### config.mk
export PLATFORM = sky130hd
export DESIGN_NAME = turn_sched
export DESIGN_NICKNAME = d
export VERILOG_FILES = /design/src/rtl/turn_sched.sv
export SDC_FILE = /design/constraint.sdc
export NUM_CORES = 1
export LEC_CHECK = 0
export ABC_AREA = 1
export CAP_MARGIN = 15
export CORE_MARGIN = 2
export CORE_UTILIZATION = 50
export DETAILED_ROUTE_END_ITERATION = 16
export GPL_ROUTABILITY_DRIVEN = 1
export HOLD_SLACK_MARGIN = 0.06
export PLACE_DENSITY = 0.73
export SETUP_SLACK_MARGIN = 0.1
export SLEW_MARGIN = 20
export SYNTH_ARGS = -nofsm -noshare
export SYNTH_HDL_FRONTEND = slang
export SYNTH_SLANG_ARGS = --single-unit
### constraint.sdc
create_clock -name clk -period 4.6 [get_ports clk]
set_clock_uncertainty 0.15 [all_clocks]
set_input_delay 1.38 -clock clk [delete_from_list [all_inputs] [get_ports clk]]
set_output_delay 1.38 -clock clk [all_outputs]
set_load 0.02 [all_outputs]
### src/rtl/turn_sched.sv
// Turn scheduler and token mover for the chicken-race board game.
// Walks the active token on matching flips, hops over occupied tiles and declares a lap winner.
module turn_sched #(
    parameter int TILES    = 24,
    parameter int LAPS     = 2,
    parameter int STEP_GAP = 4
) (
    input  logic       clk,
    input  logic       rst,
    input  logic       start,
    input  logic [1:0] num_pl,
    input  logic       flip_vld,
    input  logic       flip_match,
    output logic [1:0] turn,
    output logic [4:0] pos0,
    output logic [4:0] pos1,
    output logic [4:0] pos2,
    output logic [4:0] pos3,
    output logic [1:0] lap0,
    output logic [1:0] lap1,
    output logic [1:0] lap2,
    output logic [1:0] lap3,
    output logic       step_pulse,
    output logic       busy,
    output logic       winner_vld,
    output logic [1:0] winner
);
    typedef enum logic [2:0] {IDLE, WAIT, STEP, GAP, DONE} state_t;

    localparam logic [4:0]  LAST     = 5'(TILES - 1);
    localparam logic [1:0]  LAPS_L   = 2'(LAPS);
    localparam logic [4:0]  SEG2     = 5'(TILES / 2);
    localparam logic [4:0]  SEG3     = 5'(TILES / 3);
    localparam logic [4:0]  SEG3_2   = 5'(2 * (TILES / 3));
    localparam logic [4:0]  SEG4     = 5'(TILES / 4);
    localparam logic [4:0]  SEG4_2   = 5'(2 * (TILES / 4));
    localparam logic [4:0]  SEG4_3   = 5'(3 * (TILES / 4));
    localparam logic [15:0] GAP_LOAD = 16'((STEP_GAP > 1) ? (STEP_GAP - 2) : 0);
    localparam logic        NO_GAP   = (STEP_GAP == 1);

    state_t      state;
    logic [2:0]  np_r;
    logic [4:0]  pos [4];
    logic [1:0]  lap [4];
    logic [15:0] gap_cnt;

    logic [4:0]  cur_pos;
    logic [4:0]  nxt_pos;
    logic        wrap;
    logic        occupied;
    logic        won;
    logic        do_step;

    assign pos0 = pos[0];
    assign pos1 = pos[1];
    assign pos2 = pos[2];
    assign pos3 = pos[3];
    assign lap0 = lap[0];
    assign lap1 = lap[1];
    assign lap2 = lap[2];
    assign lap3 = lap[3];

    // In STEP, cur_pos is the tile just landed on, so occupancy and win are judged there.
    always_comb begin
        cur_pos  = pos[turn];
        wrap     = (cur_pos == LAST);
        nxt_pos  = wrap ? 5'd0 : cur_pos + 5'd1;
        won      = (lap[turn] == LAPS_L);
        occupied = 1'b0;
        for (int k = 0; k < 4; k++) begin
            if ((2'(k) != turn) && (3'(k) < np_r) && (pos[k] == cur_pos))
                occupied = 1'b1;
        end
        do_step = ((state == WAIT) && flip_vld && flip_match) ||
                  ((state == STEP) && !won && occupied && NO_GAP) ||
                  ((state == GAP) && (gap_cnt == 16'd0));
    end

    always_ff @(posedge clk) begin
        if (rst) begin
            state      <= IDLE;
            np_r       <= 3'd0;
            turn       <= 2'd0;
            step_pulse <= 1'b0;
            busy       <= 1'b0;
            winner_vld <= 1'b0;
            winner     <= 2'd0;
            gap_cnt    <= 16'd0;
            for (int k = 0; k < 4; k++) begin
                pos[k] <= 5'd0;
                lap[k] <= 2'd0;
            end
        end else if (start) begin
            state      <= WAIT;
            turn       <= 2'd0;
            step_pulse <= 1'b0;
            busy       <= 1'b0;
            winner_vld <= 1'b0;
            winner     <= 2'd0;
            gap_cnt    <= 16'd0;
            pos[0]     <= 5'd0;
            for (int k = 0; k < 4; k++) lap[k] <= 2'd0;
            case (num_pl)
                2'd0: begin
                    np_r <= 3'd2; pos[1] <= SEG2; pos[2] <= 5'd0;   pos[3] <= 5'd0;
                end
                2'd1: begin
                    np_r <= 3'd3; pos[1] <= SEG3; pos[2] <= SEG3_2; pos[3] <= 5'd0;
                end
                default: begin
                    np_r <= 3'd4; pos[1] <= SEG4; pos[2] <= SEG4_2; pos[3] <= SEG4_3;
                end
            endcase
        end else begin
            step_pulse <= 1'b0;
            if (do_step) begin
                pos[turn]  <= nxt_pos;
                if (wrap && !won) lap[turn] <= lap[turn] + 2'd1;
                step_pulse <= 1'b1;
                busy       <= 1'b1;
                state      <= STEP;
            end else begin
                case (state)
                    WAIT: if (flip_vld) turn <= (3'(turn) == np_r - 3'd1) ? 2'd0 : turn + 2'd1;
                    STEP: begin
                        if (won) begin
                            state      <= DONE;
                            busy       <= 1'b0;
                            winner_vld <= 1'b1;
                            winner     <= turn;
                        end else if (occupied) begin
                            state   <= GAP;
                            gap_cnt <= GAP_LOAD;
                        end else begin
                            state <= WAIT;
                            busy  <= 1'b0;
                        end
                    end
                    GAP: gap_cnt <= gap_cnt - 16'd1;
                    default: ;
                endcase
            end
        end
    end
endmodule

== Word level (Yosys, flattened, before mapping) ==
Memories as Yosys holds them, arrays and structs flattened. A register that Yosys moved wholly into a read port is not among the register bits.
Index checks and enable logic that the tools add are counted.

* Add/sub/neg operators: 5
* $lt $le $gt $ge: 4
* Eq/ne operators: 17
* Muxes and demuxes: 69
* Bitwise operators: 15
* Reductions and logical operators: 29

{| class="wikitable"
|+ Operators with widths
! operator !! count
|-
| 2-to-1 mux 5 bit || 12
|-
| 2-to-1 mux 1 bit || 37
|-
| 2-to-1 mux 16 bit || 2
|-
| case mux 16 bit (2 select lines) || 1
|-
| 2-to-1 mux 2 bit || 15
|-
| equality test 5 bit || 4
|-
| zero test 16 bit || 1
|-
| subtractor 16 x 1 -> 16 bit (second input constant) || 1
|-
| OR 1 bit || 14
|-
| logical AND 1 bit || 12
|-
| equality test 3 x 2 -> 1 bit (second input constant) || 2
|-
| < comparator 1 x 3 -> 1 bit (first input constant) || 2
|-
| < comparator 2 x 3 -> 1 bit (first input constant) || 2
|-
| case mux 3 bit (2 select lines) || 1
|-
| AND reduction 3 bit || 2
|-
| nonzero test 2 bit || 3
|-
| OR reduction 2 bit || 3
|-
| adder 5 x 1 -> 5 bit (second input constant) || 1
|-
| equality test 5 bit (second input constant) || 1
|-
| OR reduction 5 bit || 1
|-
| adder 2 x 1 -> 2 bit (second input constant) || 2
|-
| inequality test 2 bit (first input constant) || 2
|-
| inequality test 2 bit (second input constant) || 2
|-
| AND reduction 4 bit || 1
|-
| other kinds (15) || 15
|}

* Register bits after elaboration: 29
* RAM bits: 28
* Bits of input ports: 7
* Output and inout bits: 35
* Word-level logic and storage cells: 151
* Memories kept: 2

{| class="wikitable"
|+ Memories
! memory !! words !! width !! read ports !! clocked after Yosys merged registers in !! wr ports !! RTL line !! source
|-
| pos || 4 || 5 || 5 || 1 || 4 || 43 || <nowiki>logic [4:0] pos [4];</nowiki>
|-
| lap || 4 || 2 || 5 || 1 || 4 || 44 || <nowiki>logic [1:0] lap [4];</nowiki>
|}

== Longest topological paths before layout ==
* Depth in word-level cells: 12
* Mapped depth: 16
* Depth with buffers taken out: 15

== Least setup slack after synthesis ==
Ideal clock, no wire load.

* Kind: in2reg
* Start: in flip_vld
* End: mem lap[1][0] (enable)
* Data arrival time: 2.235 ns
* Data required time: 4.152 ns
* Slack: 1.917 ns
* Stages on the path: 10
* Path buffers: 0
* Path through: nand2_1 -> nor2_1 -> nand2_1 -> nand2_1 -> nand2_1 -> inv_2 -> nand2_1 -> inv_1 -> nand2_1 -> nand2_1

{| class="wikitable"
|+ RTL lines
! element !! RTL line !! source
|-
| start: declaration || 12 || <nowiki>input logic flip_vld,</nowiki>
|-
| end: declaration || 44 ||
|}

==> flow_summary.rst <==
.. list-table::
   :header-rows: 1

   * - Metric
     - Value
   * - Outcome
     - finished, final reports clean
   * - Clk root buf
     - sky130_fd_sc_hd__clkbuf_8
   * - Tot Pwr
     - between 1000 and 1500 uW
   * - Number of enable-type register cells in the synthesized netlist
     - 28
   * - Pin count of the biggest net entering global routing
     - 34
   * - Drt first pass iters
     - 6
   * - Worst relative slew slack
     - 62.73%
   * - Hold violation count in the final report
     - 0
   * - Site Rows
     - 30
   * - Core Footprint
     - 6832 um^2
   * - Leading cell type in the layout, fill and taps excluded
     - sky130_fd_sc_hd__nand2_1
   * - Clock transition at the registers of the reported paths
     - ~0.070 ns
   * - Layout cell share with drive strength beyond 1
     - between 7 and 8%
   * - Aggregate routed wire length
     - between 8 and 9 mm
   * - Post-synthesis cell area
     - around 3500 um^2
   * - Cell Pwr Density
     - between 300 and 400 nW/um^2
   * - Num CTS Buffers
     - 9
   * - Max FO, Critical Path
     - 17
   * - Max-slew violations
     - 0
   * - Share of synthesized registers carrying an async set or reset
     - 0%
   * - Data required time at the worst endpoint
     - ~4.7 ns
   * - Initial antenna violation count
     - 0
   * - Number of sinks on the clock net
     - 59
   * - Post-CTS setup repair buffer count
     - 0
   * - Drt first-iter violations
     - between 300 and 400
   * - Die extent in x
     - about 90 um
   * - Leading register cell type out of synthesis
     - sky130_fd_sc_hd__dfxtp_1
   * - Wirelength per Cell
     - around 13 um
   * - Number of failing setup endpoints in the final timing report
     - 0
   * - Post-route minimum period
     - 3.251 ns
   * - Number of primary I/O pins
     - 42
   * - Initial Util
     - between 50% and 60%
   * - Post-Syn Area per Cell
     - between 7 and 8 um^2
   * - Die H
     - around 88 um
   * - Port-buffer cells
     - ~40
   * - Total inserted antenna cells
     - 0
   * - Cell with the largest stage delay on the worst path
     - sky130_fd_sc_hd__dfxtp_1
   * - Via count of the first global-routing pass
     - between 3,000 and 4,000
   * - Commonest cells after routing, fill and taps aside
     - 133 x sky130_fd_sc_hd__nand2_1, 104 x sky130_fd_sc_hd__nor2_1, 51 x sky130_fd_sc_hd__nand3_1
   * - Buffer levels on the longest clock path
     - 2
   * - Ratio of routed vias to standard cells
     - ~5.3
   * - Post-cts hold buffer count
     - 0
   * - Synthesis warning total
     - 0
   * - Crit-path cells
     - inv_2 -> nand2_1 -> a32oi_1 -> inv_1 -> ha_1 -> nor4_1 -> nor2_1 -> nor2_2 -> buf_4 -> inv_1 -> nor2_4 -> nor2_1 -> nor2_1
   * - TNS Setup
     - 0 ns
   * - Number of remaining DRC errors
     - 0
   * - Antenna Nets Post-Route
     - 0
   * - Fill cell count
     - 622
   * - Multi-input gate area in the final layout
     - around 1800 um^2
   * - Layout overhead on the synthesized area
     - 19.78%
   * - Floorplan die area
     - 7748 um^2
   * - Final worst path period share
     - a little over two thirds
   * - Critical path start-end classification
     - flip-flop to flip-flop
   * - Min-Delay Path Class
     - flip-flop to flip-flop
   * - Net count after synthesis
     - ~520
   * - TritonCTS clock tree
     - done
   * - Post-synth cell types
     - 32
   * - Leakage dissipation
     - 0.001811 uW
   * - Insertion delay of the later-clocked pin in the worst-skew pair
     - 0.34 ns
   * - Transition time at the pin with the least slew margin
     - between 0.5 and 0.6 ns
   * - Kind of capture point of the worst setup path
     - flip-flop
   * - Reported max-cap violation count
     - 0
   * - Detailed placement HPWL
     - around 6.4 mm
   * - Total global routing track utilization
     - 23.75%
   * - First-pass GRT wire length
     - 14.21 mm
   * - Most Frequent Cell on Critical Path
     - sky130_fd_sc_hd__nor2_1
   * - Post-cts gate resize count
     - 0
   * - Gr ovfl total
     - 0
   * - Critical path startpoint category
     - flip-flop
   * - Final RePlAce weighted congestion
     - between 0.9 and 1
   * - Peak supply drop
     - roughly 0.20 mV
   * - Total vias in the final route
     - ~3,400
   * - Maximum level of the CTS H-tree
     - 3
   * - FF/Latch Area
     - 1461 um^2
   * - Final layout net count
     - approximately 560
   * - Highest achievable clock rate
     - 307.6 MHz
   * - Register area share after synthesis
     - roughly two fifths
   * - Worst Path Arrival
     - approximately 3.4 ns
   * - Number of storage elements in the synthesis netlist
     - 59
   * - CP peak stage delay
     - roughly 0.5 ns
   * - Unrepaired setup endpoints after global routing
     - no
   * - Post-synthesis cell count
     - between 500 and 600
[stage by stage]
step / hold WS [ns] / worst slack (ns) / std cells / cell area, um^2 / utilization [%]
after floorplan: 0.3179 / 1.917 / 503 / 3530 / -
after global placement: 0.3126 / 1.180 / 632 / 4013 / 58.74
after detailed placement: 0.3160 / 1.128 / 632 / 4013 / 58.74
after CTS: 0.3440 / 1.346 / 648 / 4228 / 61.89
after global routing: 0.3750 / 0.9856 / 648 / 4228 / 61.89
final: 0.3440 / 1.349 / 648 / 4228 / 61.89
[critical path: cells and delay by family (launching register included)]
kind,cells,cell delay [ns]
AND/OR/NAND/NOR,7,1.09
buffers and inverters,4,0.72
flip-flops,1,0.49
AO/OA/AOI/OAI,1,0.45
adder cells (fa/ha/maj),1,0.27
[report_power, final]
group | total (uW) | switching (uW) | internal [uW]
registers | 591 | 22.3 | 569
logic | 209 | 130 | 79.4
clock network | 490 | 215 | 276
[synthesized netlist by cell type, drive strengths merged, types with 2 or more instances]
master  number  area, um^2
clkbuf       4       15.01
inv         50       187.7
nor3         2       10.01
nand3       57       315.3
xnor2        2       17.52
nand4        3       18.77
nor2       108       417.9
buf          6       50.04
ha           9       112.6
edfxtp      28       840.8
dfxtp       31       620.6
xor2         3       26.28
nand3b      11       82.58
a21oi        8       40.04
o21ai       29       145.1
nand2      139       541.8
or2          6       37.54
o21bai       2       15.01
[logic make-up (layout without fill, tap and decap cells)]
logic type | count (synthesis) | after routing | share of synthesized area (%)
simple gates | 328 | 328 | 40.70
fa+ha+maj | 9 | 9 | 3.190
xor+xnor | 5 | 5 | 1.241
flops | 59 | 59 | 41.40
compound gates | 42 | 42 | 6.310
buf+inv | 60 | 109 | 7.160
[cell type report]
type,instances,share of cell area (%)
Inverter,50,4.439
Tap cell,96,2.841
Clock buffer,12,4.439
Timing Repair Buffer,43,10.06
Sequential cell,59,34.57
Multi-Input combinational cell,384,43.00
Clock inverter,4,0.6511
[layer usage]
metal  global-route usage (%)  up-vias  part of all wire, %
li1                         -     1711                    -
met4                    11.16        0                  2.2
met3                    4.053       20                  6.1
met2                    37.53      127                   45
met5                        0        -                    0
met1                    31.82     1581                   47
[sequential cells by signal (all words and copies together) (netlist names), named ones only]
| name | flops |
|---|---|
| gap_cnt | 16 |
| state | 3 |
| winner_vld | 1 |
| np_r | 3 |
| busy | 1 |
| pos | 20 |
| step_pulse | 1 |
| turn | 2 |
| winner | 2 |
| lap | 8 |
[path summary, 6_finish.rpt]
kind	from	to	slack (ns)	cells after the start
min reg2reg	winner_vld$_SDFFE_PP0P_	winner_vld$_SDFFE_PP0P_	0.34	2
max reg2reg	flip-flop	gap_cnt[1]$_SDFFE_PP0P_	1.35	13
min	winner_vld$_SDFFE_PP0P_	winner_vld$_SDFFE_PP0P_	0.34	2
max	flip-flop	gap_cnt[1]$_SDFFE_PP0P_	1.35	13
Note: power is estimated with default switching activity, not from simulation.
